===== src/rtl/serial_add_pkg.sv =====
// rtl/serial_add_pkg.sv - shared types and constants for the bit-serial adder
package serial_add_pkg;

  localparam int DEFAULT_WIDTH = 8;

  typedef enum logic [1:0] {
    IDLE = 2'd0,
    RUN  = 2'd1,
    DONE = 2'd2
  } state_t;

  // Bit counter only needs to reach WIDTH-1; keep at least one bit.
  function automatic int cnt_width(input int width);
    return (width < 2) ? 1 : $clog2(width);
  endfunction

endpackage


===== src/rtl/fa_cell.sv =====
// rtl/fa_cell.sv - combinational 1-bit full adder with majority carry
module fa_cell (
  input  logic a,
  input  logic b,
  input  logic ci,
  output logic s,
  output logic co
);

  assign s  = a ^ b ^ ci;
  assign co = (a & b) | (ci & (a ^ b));

endmodule


===== src/rtl/serial_add_ctrl.sv =====
// rtl/serial_add_ctrl.sv - sequences one full-adder cell over WIDTH bits, LSB first
module serial_add_ctrl
  import serial_add_pkg::*;
#(
  parameter int WIDTH = DEFAULT_WIDTH
) (
  input  logic             clk,
  input  logic             rst_n,
  input  logic             in_valid,
  output logic             in_ready,
  input  logic [WIDTH-1:0] a,
  input  logic [WIDTH-1:0] b,
  input  logic             cin,
  output logic             out_valid,
  input  logic             out_ready,
  output logic [WIDTH-1:0] sum,
  output logic             cout,
  output logic             busy
);

  localparam int CW = cnt_width(WIDTH);

  state_t           state;
  state_t           state_nx;
  logic [WIDTH-1:0] a_sh;
  logic [WIDTH-1:0] b_sh;
  logic [WIDTH-1:0] sum_q;
  logic             carry;
  logic             cout_q;
  logic [CW-1:0]    cnt;
  logic             bit_s;
  logic             bit_c;
  logic             last_bit;

  fa_cell u_fa (
    .a  (a_sh[0]),
    .b  (b_sh[0]),
    .ci (carry),
    .s  (bit_s),
    .co (bit_c)
  );

  assign last_bit = (cnt == CW'(WIDTH - 1));

  always_comb begin
    state_nx = state;
    case (state)
      IDLE:    if (in_valid) state_nx = RUN;
      RUN:     if (last_bit) state_nx = DONE;
      DONE:    if (out_ready) state_nx = IDLE;
      default: state_nx = IDLE;
    endcase
  end

  // Sum bits enter the top of the A shifter as A's bits leave the bottom,
  // so the shifter holds the full sum after WIDTH steps.
  always_ff @(posedge clk) begin
    if (!rst_n) begin
      state  <= IDLE;
      a_sh   <= '0;
      b_sh   <= '0;
      sum_q  <= '0;
      carry  <= 1'b0;
      cout_q <= 1'b0;
      cnt    <= '0;
    end else begin
      state <= state_nx;
      case (state)
        IDLE: begin
          if (in_valid) begin
            a_sh  <= a;
            b_sh  <= b;
            carry <= cin;
            cnt   <= '0;
          end
        end
        RUN: begin
          a_sh  <= {bit_s, a_sh[WIDTH-1:1]};
          b_sh  <= b_sh >> 1;
          carry <= bit_c;
          cnt   <= cnt + 1'b1;
          if (last_bit) begin
            sum_q  <= {bit_s, a_sh[WIDTH-1:1]};
            cout_q <= bit_c;
          end
        end
        default: ;
      endcase
    end
  end

  assign in_ready  = (state == IDLE);
  assign out_valid = (state == DONE);
  assign busy      = (state == RUN);
  assign sum       = sum_q;
  assign cout      = cout_q;

endmodule


===== config.mk =====
export PLATFORM = sky130hd
export DESIGN_NAME = serial_add_ctrl
export DESIGN_NICKNAME = d
export VERILOG_FILES = /design/src/rtl/serial_add_pkg.sv /design/src/rtl/fa_cell.sv /design/src/rtl/serial_add_ctrl.sv
export SDC_FILE = /design/constraint.sdc
export NUM_CORES = 1
export LEC_CHECK = 0
export ABC_AREA = 0
export CAP_MARGIN = 20
export CORE_ASPECT_RATIO = 1.2
export CORE_MARGIN = 1.5
export CORE_UTILIZATION = 48
export DETAILED_ROUTE_END_ITERATION = 6
export GPL_ROUTABILITY_DRIVEN = 0
export GPL_TIMING_DRIVEN = 1
export PLACE_DENSITY_LB_ADDON = 0.2
export SYNTH_ARGS = -nofsm -noshare
export SYNTH_HDL_FRONTEND = slang
export SYNTH_SLANG_ARGS = --single-unit

===== constraint.sdc =====
create_clock -name clk -period 1.9 [get_ports clk]
set_input_delay 0.38 -clock clk [delete_from_list [all_inputs] [get_ports clk]]
set_output_delay 0.38 -clock clk [all_outputs]
set_load 0.01 [all_outputs]

After elaboration in Yosys (flattened, before gate mapping)
Cells that the tools add are included.
{ "totals": {"regBits": 31, "input_bits": 21, "out_inout_bits": 12, "elab_cells": 36} }
{ "op_classes": {"addsub": 1, "eq_ne": 6, "mux": 12, "bitwise_logic": 5, "n_reduce_logical": 5} }
{ "op_table": {"columns": ["cell", "n"], "rows": [
  ["8-bit case mux with 2 select lines", 2],
  ["8-bit two-way mux", 2],
  ["2-bit two-way mux", 3],
  ["2-bit case mux with 3 select lines", 1],
  ["3-bit case mux with 2 select lines", 1],
  ["2-bit by 1-bit != test with 1-bit output (second input constant)", 2],
  ["2-bit AND reduction", 2],
  ["3-bit by 1-bit adder with 3-bit output (second input constant)", 1],
  ["3-bit == test (second input constant)", 1],
  ["3-bit two-way mux", 1],
  ["3-bit AND reduction", 1],
  ["1-bit AND", 2],
  ["2-bit by 1-bit == test with 1-bit output (second input constant)", 1],
  ["2-bit == test (second input constant)", 1],
  ["2-bit logical NOT", 1],
  ["2-bit != test (second input constant)", 1],
  ["1-bit case mux with 2 select lines", 1],
  ["2-bit nonzero test", 1],
  ["1-bit XOR", 2],
  ["1-bit two-way mux", 1],
  ["1-bit bitwise OR", 1]
]} }

Logic depth before layout (Yosys ltp)
{ "depth": {"ltp_word": 4, "mapped_depth": 7} }

By module
From an unflattened synthesis, not the netlist that was laid out.
{ "hier_totals": {"hier_cells": 142, "area_unflattened_um2": 1363.8} }
{ "modules_own_cells": {"columns": ["module", "instances", "cells_per_inst", "area_each_um2", "seq_area_each_um2"], "rows": [
  ["serial_add_ctrl", 1, 141, 1343.8, 620.6],
  ["fa_cell", 1, 1, 20.0, 0.0]
]} }

Worst setup path after synthesis
No wires, ideal clock.
{ "synth_timing": {"path_type": "register to register", "from": "reg state[0]", "to": "reg a_sh[0]", "setup_ps": 117, "t_arrival_ps": 1227, "required_ps": 1783, "slack_ps": 556, "stages_incl_launch_ff": 7, "path_buffers": 3, "synth_period_minus_slack_ps": 1344, "path_cell_list": "dfxtp_1 -> buf_6 -> or3b_1 -> buf_6 -> buf_12 -> o221ai_2 -> nor2_1"} }
{ "synth_between": {"elab_chain_cells": 3} }
{ "synth_rtl": {"columns": ["item", "line_no", "source"], "rows": [
  ["start: declaration", "serial_add_ctrl.sv:23", "state_t state;"],
  ["start signal: assignment", "serial_add_ctrl.sv:67", "state <= state_nx;"],
  ["2-bit by 1-bit == test with 1-bit output or 2-bit logical NOT (tied branches)", "serial_add_ctrl.sv:68", "case (state)"],
  ["2-bit nonzero test (no source line) or 2-bit != test (tied branches)", null, null],
  ["2-bit AND reduction (no source line)", null, null],
  ["end signal: assignment", "serial_add_ctrl.sv:78", "a_sh <= {bit_s, a_sh[WIDTH-1:1]};"],
  ["end: declaration", "serial_add_ctrl.sv:25", "logic [WIDTH-1:0] a_sh;"]
]} }
Parallel ways exist; a longest one is shown, timed or not.
A chain may end at the register's enable or synchronous reset.

Worst setup path in the final report
{ "layout_timing": {"from": "reg state[1]", "to": "out out_valid"} }
{ "layout_between": {"elab_chain_cells": 1} }
{ "layout_rtl": {"columns": ["item", "line_no", "source"], "rows": [
  ["2-bit == test", "serial_add_ctrl.sv:93", "assign out_valid = (state == DONE);"],
  ["end: declaration", "serial_add_ctrl.sv:14", "output logic out_valid,"]
]} }
Every way passes these cells.

==> flow_metrics.py <==
metrics = {
    "sta": {
        "skew_ps": 3.14,
        "setup_ws_ps": 85.8,
        "tightest_slew_ps": 369,
        "setup_tns_ps": 0,
        "finalCritPeriodShare_pct": 95.5,
        "finalCriticalPeriod_ps": 1810,
        "drv_slew": 0,
        "max_freq_mhz": 551,
        "hold_viol_final": 0,
        "grt_setup_unrepaired": "no",
        "setup_viol": 0,
        "relSlewSlack_pct": 75.3,
    },
    "detailed_routing": {
        "vias_per_cell": 5.45,
        "top_layer_used": "met4",
        "wl_met1_microns": 1170,
        "dr.pass1.iters": 4,
        "num_vias": 1134,
        "ant_nets": 0,
        "drt_iter0_markers": 33,
        "finalWirelength_microns": 2780,
        "met3_length_microns": 100,
        "wire_per_inst_microns": 13.4,
        "wl_met2_microns": 1420,
        "drc_errors": 0,
    },
    "finish": {
        "syn2layout_area_growth_pct": 29.9,
        "final_util_pct": 67.9,
        "nets": 198,
        "diodes": 0,
        "stdcell_area_sq_um": 1770,
        "drive_above_1_share_pct": 14.9,
    },
    "critical_path": {
        "arrival_ps": 1430,
        "cp_max_fo": 8,
        "path_class": "reg2out",
        "end_kind": "primary output",
        "crit_buf_inv": 1,
        "cp_slowest_cell": "clkdlybuf4s50_1",
        "cp-start-kind": "flip-flop",
        "cp.required_ps": 1520,
        "path_cells": "nor2b_1 > clkdlybuf4s50_1",
        "critical-path-max-stage-delay_ps": 550,
        "cp_top_family": "buffers and inverters",
    },
    "logic_synthesis": {
        "synth_seq_cells": 31,
        "synthCells": 142,
        "post_synth.cell_area_avg_sq_um": 9.59,
        "yosysWarnings": 0,
        "syn_area_sq_um": 1360,
        "synthDistinctLibCells": 27,
        "ys_seq_area_share_pct": 45.6,
        "synth_fp_nets": 166,
    },
    "clock_network": {
        "path_clk_slew_ps": 90,
        "clock-sinks": 31,
        "tritoncts": "done",
        "clockRootBuffer": "clkbuf_4",
        "clock_path_buffers": 2,
        "h-tree-depth": 2,
        "worst_skew_pair.late_latency_ps": 330,
        "post_cts_buffers": 0,
        "cts-buffers-inserted": 5,
    },
    "die": {
        "initial_core_util_pct": 52.3,
        "die_area_sq_um": 3170,
        "rows": 20,
        "die_h_microns": 61.3,
        "core_sq_um": 2600,
        "die_w_microns": 51.6,
        "ios": 33,
    },
    "power_and_ir_drop": {
        "ir_drop_mv": 0.533,
        "leakage_nw": 0.659,
        "power_density_nw_per_um2": 760,
    },
    "placement": {
        "dp_hpwl_microns": 1940,
        "dp_slack_ps": 74.2,
        "port_buffers": 32,
        "dpl_cell_area_sq_um": 1690,
    },
    "flow_run": {
        "drv_cap": 0,
    },
    "grt": {
        "grt_max_degree": 32,
        "grt.total_usage_pct": 20.9,
        "grt_overflow_total": 0,
        "antenna_found_initial": 0,
        "grt_pass1_wl_microns": 4800,
        "grt_pass1_vias": 1127,
    },
    "worst_hold_path": {
        "hold_path.class": "reg2reg",
    },
    "outcome": {
        "status": "complete, no violations",
    },
}
==> worst register-to-register path, delay by kind of cell (launching register included) <==
kind / cells / cell delay (ps)
simple gates: 2 / 530
fa+ha+maj: 2 / 520
flops: 1 / 360
compound gates: 1 / 100
==> report_power, final <==
group / internal [mW] / switching [mW] / leakage [nW]
clock: 0.217 / 0.212 / 0.0386
sequential: 0.687 / 0.0323 / 0.256
combinational: 0.105 / 0.0898 / 0.365
==> synth_stat cells (all sizes together) <==
cell type | n | share of area [%]
mux2i | 1 | 0.74
o21ba | 1 | 0.74
a22oi | 2 | 1.1
nand2b | 2 | 0.92
o211a | 1 | 0.74
ha | 2 | 1.8
nor3b | 1 | 0.55
nand3b | 1 | 0.55
clkbuf | 4 | 1.1
nor2b | 4 | 1.8
nand2 | 10 | 2.8
buf | 8 | 4.9
o21bai | 1 | 0.55
a32oi | 1 | 0.64
a21boi | 10 | 5.5
or3b | 1 | 0.64
dfxtp | 31 | 46
inv | 2 | 0.55
fa | 1 | 1.5
nor2 | 33 | 9.1
nand3 | 9 | 3.3
o221ai | 16 | 15
==> final cells by class <==
class	instances	area [sq um]
well taps	33	41.3
fillers	228	835
repair buffers	37	373
flip-flops and latches	31	626
clock buffers	8	68.8
inverters	2	7.51
multi-input cells	97	652
==> metal layers <==
layer	global-route usage, %	vias up
li1	-	567
met1	23.4	529
met2	34.1	28
met3	5.58	10
met4	16.2	0
met5	0	-
==> final timing paths <==
path                          from                   to  slack, ps  cells past startpoint
min reg2reg    sum[2]$_SDFFE_PN0P_  sum[2]$_SDFFE_PN0P_        470                      2
max          state[1]$_SDFFE_PN0P_            out_valid         90                      2
min            sum[2]$_SDFFE_PN0P_  sum[2]$_SDFFE_PN0P_        470                      2
max reg2reg    cnt[0]$_SDFFE_PN0P_  sum[7]$_SDFFE_PN0P_        290                      5
==> logic make-up after synthesis <==
logic type | count (synthesis) | share of synthesized area (%)
AO/OA/AOI/OAI | 32 | 24.2
adder cells (fa/ha/maj) | 3 | 3.31
buffers and inverters | 14 | 6.52
flip-flops | 31 | 45.6
multiplexers | 1 | 0.735
AND/OR/NAND/NOR | 61 | 19.7
==> state kept, by name, indices dropped and copies added, names as in the netlist <==
| signal | flops |
|---|---|
| a_sh | 8 |
| cnt | 3 |
| b_sh | 8 |
| cout | 1 |
| carry | 1 |
| sum | 8 |
| state | 2 |
==> stage by stage <==
| step | hold WS, ps | std cells | total power [mW] |
|---|---|---|---|
| 2_1_floorplan | 461 | 142 | 0.853 |
| 3_3_place_gp | 451 | 200 | 0.922 |
| 3_5_place_dp | 459 | 200 | 0.931 |
| 4_1_cts | 472 | 208 | 1.36 |
| 5_1_grt | 493 | 208 | 1.42 |
| 6_report | 467 | 208 | 1.34 |
==> timing repair <==
action	4_1_cts	5_1_grt
cloned	0	0
setup endpoints to repair	2	2
gates resized for setup	2	2
hold buffers	0	0
==> layout by cell type, fill, tap and decap left out, types with 2 or more instances in the layout <==
cell,count
nor2_1,33
o221ai_2,10
a22oi_1,2
dfxtp_1,29
nor2b_1,4
nand3_1,9
a21boi_0,10
o221ai_1,6
clkdlybuf4s50_1,31
clkbuf_4,5
clkbuf_8,2
nand2_1,10
nand2b_1,2
ha_1,2
buf_4,4
Note: power is estimated with default switching activity, not from simulation.
